**config.mk**
```make
export PLATFORM = sky130hd
export DESIGN_NAME = periph_bus_master
export DESIGN_NICKNAME = d
export VERILOG_FILES = /design/src/rtl/periph_bus_master.sv
export SDC_FILE = /design/constraint.sdc
export NUM_CORES = 1
export LEC_CHECK = 0
export CAP_MARGIN = 25
export CORE_ASPECT_RATIO = 1.4
export CORE_MARGIN = 2
export CORE_UTILIZATION = 40
export CTS_CLUSTER_DIAMETER = 80
export DETAILED_ROUTE_END_ITERATION = 6
export GPL_ROUTABILITY_DRIVEN = 0
export PLACE_DENSITY = 0.78
export SETUP_SLACK_MARGIN = 0.5
export SYNTH_ARGS = -nofsm -noshare
export SYNTH_HDL_FRONTEND = slang
export SYNTH_SLANG_ARGS = --single-unit
```
**constraint.sdc**
```tcl
create_clock -name clk -period 2.9 [get_ports clk]
set_clock_uncertainty 0.2 [all_clocks]
set_input_delay 0.29 -clock clk [delete_from_list [all_inputs] [get_ports clk]]
set_output_delay 0.29 -clock clk [all_outputs]
set_load 0.05 [all_outputs]
```
**src/rtl/periph_bus_master.sv**
```systemverilog
// Initiator for the peripheral register bus: takes one command on a valid/ready channel,
// issues a single write/read strobe and returns one response, with an optional bus_ready timeout.
module periph_bus_master #(
    parameter int ADDR_W         = 16,
    parameter int DATA_W         = 32,
    parameter int TIMEOUT_CYCLES = 16
) (
    input  logic              clk,
    input  logic              reset_n,
    input  logic              req_valid,
    output logic              req_ready,
    input  logic              req_write,
    input  logic [ADDR_W-1:0] req_addr,
    input  logic [DATA_W-1:0] req_wdata,
    output logic              rsp_valid,
    input  logic              rsp_ready,
    output logic [DATA_W-1:0] rsp_rdata,
    output logic              rsp_error,
    output logic [ADDR_W-1:0] bus_addr,
    output logic [DATA_W-1:0] bus_wdata,
    output logic              bus_we,
    output logic              bus_re,
    input  logic [DATA_W-1:0] bus_rdata,
    input  logic              bus_ready,
    output logic              busy
);

    // With the timeout disabled the counter is a single bit that only saturates.
    localparam int CNT_W = (TIMEOUT_CYCLES > 0) ? $clog2(TIMEOUT_CYCLES + 1) : 1;
    localparam logic [CNT_W-1:0] CNT_LAST = (TIMEOUT_CYCLES > 0) ? CNT_W'(TIMEOUT_CYCLES - 1) : '0;
    localparam logic [CNT_W-1:0] CNT_MAX  = '1;

    typedef enum logic [2:0] {
        IDLE     = 3'd0,
        WAIT_RDY = 3'd1,
        STROBE   = 3'd2,
        CAPTURE  = 3'd3,
        RESP     = 3'd4
    } state_t;

    state_t           state_reg;
    state_t           state_next;
    logic             write_reg;
    logic [CNT_W-1:0] count_reg;
    logic             timeout_hit;

    assign timeout_hit = (TIMEOUT_CYCLES != 0) && (count_reg == CNT_LAST) && !bus_ready;

    always_ff @(posedge clk or negedge reset_n) begin
        if (!reset_n) begin
            state_reg <= IDLE;
        end else begin
            state_reg <= state_next;
        end
    end

    always_comb begin
        state_next = state_reg;
        case (state_reg)
            IDLE: begin
                if (req_valid) begin
                    state_next = WAIT_RDY;
                end
            end
            WAIT_RDY: begin
                if (bus_ready) begin
                    state_next = STROBE;
                end else if (timeout_hit) begin
                    state_next = RESP;
                end
            end
            STROBE:  state_next = write_reg ? RESP : CAPTURE;
            CAPTURE: state_next = RESP;
            RESP: begin
                if (rsp_ready) begin
                    state_next = IDLE;
                end
            end
            default: state_next = IDLE;
        endcase
    end

    // Handshake and strobe outputs depend on registers only, never on inputs.
    always_comb begin
        req_ready = (state_reg == IDLE);
        busy      = (state_reg != IDLE);
        bus_we    = (state_reg == STROBE) && write_reg;
        bus_re    = (state_reg == STROBE) && !write_reg;
        rsp_valid = (state_reg == RESP);
    end

    always_ff @(posedge clk or negedge reset_n) begin
        if (!reset_n) begin
            write_reg <= 1'b0;
            count_reg <= '0;
            bus_addr  <= '0;
            bus_wdata <= '0;
            rsp_rdata <= '0;
            rsp_error <= 1'b0;
        end else begin
            case (state_reg)
                IDLE: begin
                    if (req_valid) begin
                        write_reg <= req_write;
                        bus_addr  <= req_addr;
                        bus_wdata <= req_write ? req_wdata : '0;
                        count_reg <= '0;
                    end
                end
                WAIT_RDY: begin
                    if (!bus_ready) begin
                        if (timeout_hit) begin
                            rsp_error <= 1'b1;
                            rsp_rdata <= '0;
                        end else if (count_reg != CNT_MAX) begin
                            count_reg <= count_reg + CNT_W'(1);
                        end
                    end
                end
                STROBE: begin
                    if (write_reg) begin
                        rsp_rdata <= '0;
                        rsp_error <= 1'b0;
                    end
                end
                CAPTURE: begin
                    rsp_rdata <= bus_rdata;
                    rsp_error <= 1'b0;
                end
                default: ;
            endcase
        end
    end

endmodule

```
* Word level (Yosys, flattened, before mapping) *
Cells that the tools add are included.

operators by class
  add/sub/neg operators = 1
  equality and inequality tests = 14
  multiplexer cells = 20
  reduce and logical (&&, ||, !) cells = 13

operators with widths
  operator                                                                  count
  32-bit two-way mux                                                        4
  32-bit one-hot mux with 3 select lines                                    1
  5-bit two-way mux                                                         4
  3-bit two-way mux                                                         5
  3-bit one-hot mux with 5 select lines                                     1
  2-bit inequality test (second input constant)                             6
  5-bit one-hot mux with 2 select lines                                     1
  3-bit by 2-bit == test with 1-bit output (second input constant)          2
  3-bit nonzero test                                                        2
  5-bit by 1-bit adder with 5-bit output (second input constant)            1
  5-bit by 4-bit == test with 1-bit output (second input constant)          1
  5-bit inequality test (second input constant)                             1
  5-bit AND reduction                                                       1
  4-bit AND reduction                                                       1
  3-bit by 1-bit == test with 1-bit output (second input constant)          1
  3-bit == test (second input constant)                                     1
  1-bit logical AND                                                         3
  3-bit logical NOT                                                         1
  1-bit two-way mux                                                         3
  3-bit inequality test (second input constant)                             1
  1-bit one-hot mux with 3 select lines                                     1
  3-bit AND reduction                                                       1
  1-bit logical NOT                                                         2
  2-bit by 1-bit inequality test with 1-bit output (second input constant)  1
  2 further kinds                                                           2

word-level totals
  flip-flop bits (word level) = 90
  bits of input ports = 86
  output and inout bits = 86

* Depth between registers and ports, before layout *
  depth in word-level cells = 5
  mapped depth = 8

* Worst setup path after synthesis *
Ideal clock, no wire load.

  kind = register to output
  from = reg state_reg[2]
  to = out busy
  data arrival time = 2.271 ns
  required time = 2.410 ns
  setup slack = 0.139 ns
  stages on the path, launching flop included = 4
  cell sequence = dfrtp_1 clkbuf_1 nor3_1 inv_1

between the ends
  longest elaborated chain between the ends = 1

RTL lines
  element                 line  RTL
  start, declared         41    state_t state_reg;
  start signal, assigned  53    state_reg <= state_next;
  3-bit nonzero test      86    busy = (state_reg != IDLE);
  end, declared           25    output logic busy

Every way passes these cells.

* Worst setup path in the final report *
  from = reg state_reg[1]
  to = out bus_re

between the ends
  longest elaborated chain between the ends = 2

RTL lines
  element                                   line  RTL
  3-bit by 2-bit == test with 1-bit output  88    bus_re = (state_reg == STROBE) && !write_reg;
  1-bit logical AND                         88
  end, declared                             22    output logic bus_re,

Every way passes these cells.

==> metrics.yaml <==
pwr:
  pwr-share-seq_pct: 29.1
  clockPowerShare_pct: 15.8
  switching_power_w: 0.00349
  pwr-share-comb_pct: 55.1
  swShare_pct: 47.4
  vdd_drop_max_uv: 904
  internal_power_w: 0.00388
  powerDensity_nw_per_um2: 1280
  p_leak_nw: 2.62
cells_and_area:
  nets: 593
  fillers: 728
  area_growth_pct: 57.2
  insertedDiodeCount: 0
  final_cells: 616
  drive_above_1_share_pct: 8.64
  reg_top3: "bus_wdata: 32 flops, rsp_rdata: 32 flops, bus_addr: 16 flops"
clock_network:
  cts_sinks: 90
  clock_path_buffers: 2
  cts_tree: "done"
  worstSkewPairLatency_ps: 330
  post_cts_buffers: 0
  cts_root_buf: "clkbuf_16"
  cts_buffers: 9
  clkTransAtPathRegs_ps: 70
  cts.htree.levels: 3
drt:
  ant_nets: 0
  drt-pass1-iter-count: 4
  drc: 0
  wl_mm: 9.22
  routedWlPerCell_um: 15.0
  viasPerCell: 4.96
  drt_iter0_drc: 101
  vias: 3056
worst_setup_path:
  r2r_start: "count_reg[0]"
  crit_start: "state_reg[1]"
  reg2regPathDepth: 6
  critPathArrivalTime_ps: 1770
  cp_max_fo: 8
  worstSetupEndpoint: "bus_re"
  worst_setup_path_end_kind: "output pin"
  worstPathRequired_ps: 2410
  startpoint_type: "flip-flop"
  critPathKind: "reg2out"
  r2r_slack_ps: 680
  reg2reg_to: "count_reg[1]"
grt:
  overflow: 0
  grt_usage_pct: 18.6
  grt_max_degree: 68
  grt_pass1_vias: 3002
  antenna_found_initial: 0
  grt_first_pass_wirelength_mm: 14.5
synth:
  ys_seq_area_share_pct: 61.6
  synth_top_area_share_pct: 61.6
  yosysWarnings: 0
  syn-cell-area_um2: 3660
  synth_flop_cell: "dfrtp_1"
  ys_types: 35
  synth_area_leaders: "dfrtp_1, nand2_1, a22o_1"
  synth_seq_cells: 90
  yosysMostFrequentCell: "nand2_1"
  yosys-top-cells-count: "nand2_1, dfrtp_1, a22o_1"
  synth_edf_count: 0
  yosysTopAreaCell: "dfrtp_1"
  synthCells: 339
  syn-num-nets: 428
  synthArstFlopShare_pct: 100
  syn_avg_cell_area_um2: 10.8
place:
  placedCellCount: 599
  pre_cts_slack_ps: 434
  dp.final_hpwl_mm: 6.67
  numPortBuffers: 171
timing:
  tns_ps: 0
  finalHoldViolations: 0
  rsz0062_at_grt: "no"
  period_share_pct: 77.9
  max_slew.worst_pin.slew_ps: 709
  fmax_ghz: 0.442
  setup_ws_ps: 640
  drv_slew: 0
  fin_crit_ps: 2260
  maxSlewHeadroom_pct: 52.6
  setup_violations: 0
floorplanning:
  io-pin-count: 172
  die_y_um: 117
  placementRows: 41
  coreArea_um2: 8980
  die_area_um2: 9940
  dieWidth_um: 84.8
  start_util_pct: 40.7
min_path:
  hold_path_class: "reg2reg"
run_status:
  status: "complete, no violations"
flow_run:
  drv_cap: 0
-- worst min-delay path by stage --
stage | start | end | slack (ps) | cells past startpoint
floorplan | reset_n | bus_addr[0] | -210 | 0
global placement | reset_n | bus_wdata[1] | 160 | 1
detailed placement | reset_n | bus_wdata[5] | 160 | 1
CTS | req_addr[12] | bus_addr[12] | 270 | 3
global route | req_addr[4] | bus_addr[4] | 280 | 3
finish | bus_wdata[22] | bus_wdata[22] | 280 | 2
-- logic make-up after synthesis --
kind of cell,synth area share (%)
compound gates,16.1
buf+inv,5.03
mux,0.274
flops,61.6
fa+ha+maj,1.03
simple gates,15.9
-- layer usage --
layer	GRT usage [%]	routed length (µm)	vias to the layer above	share of wire, %
li1	-	-	1478	-
met1	24.2	3960	1442	43
met2	29.4	4530	118	49
met3	3.65	516	18	5.6
met4	10.1	225	0	2.4
met5	0	0	-	0
-- through the flow --
| stage | total power, W | util [%] | area (µm²) | hold slack, ps |
|---|---|---|---|---|
| final | 0.00737 | 64.0 | 5750 | 276 |
| after global routing | 0.00774 | 64.0 | 5750 | 282 |
| after CTS | 0.00745 | 64.1 | 5760 | 272 |
| after detailed placement | 0.00627 | 60.7 | 5450 | 160 |
| after global placement | 0.00618 | 60.7 | 5450 | 155 |
| after floorplan | 0.00490 | - | 3670 | -206 |
-- power groups by stage --
stage | registers (W) | clock network (W) | logic [W]
finish | 0.00214 | 0.00116 | 0.00407
global route | 0.00221 | 0.00124 | 0.00429
CTS | 0.00215 | 0.00120 | 0.00410
detailed placement | 0.00215 | 0 | 0.00412
global placement | 0.00213 | 0 | 0.00405
floorplan | 0.00371 | 0 | 0.00119
-- placed cells by master, fill, tap and decap left out, drive strengths merged --
cell and instances:
clkbuf 12, a2bb2oi 1, a22o 32, dlygate4sd3 1, bufinv 1, a31o 1
dfrtp 90, inv 6, nand3b 1, nand3 1, nor4b 2, nand2 117
a21oi 1, dlygate4sd2 2, clkinvlp 3, or3 2, nor3 3, a21boi 1
nor2 1, clkdlybuf4s50 165, o2111ai 1, a21o 2, a32o 1, and3 2
mux2i 1, o211ai 2, o21ai 38, ha 3, nor4 1, nand2b 1
clkinv 2, or3b 1, nor3b 2, or4b 1, buf 7, clkdlybuf4s15 1
-- layout make-up --
cell class | count | area, µm² | share of cell area, %
clock inverter | 6 | 66.3 | 1.15
inverter | 6 | 22.5 | 0.392
tap | 107 | 134 | 2.33
clock buffer | 10 | 239 | 4.16
multi-input combinational | 219 | 1240 | 21.7
timing repair buffer | 178 | 1790 | 31.1
sequential | 90 | 2250 | 39.2
-- repair_timing --
action,in CTS,in global routing
hold buffers,1,0
hold endpoints to repair,49,0
gates resized for setup,7,7
setup endpoints to repair,5,6
cloned,0,0
-- worst max-delay path, cell delays in order, from the launching register on --
cell and delay [ps]:
dfrtp_1 510, inv_1 190, nor4_2 380, clkbuf_2 350
No activity file was read; power rests on OpenSTA's default activity.
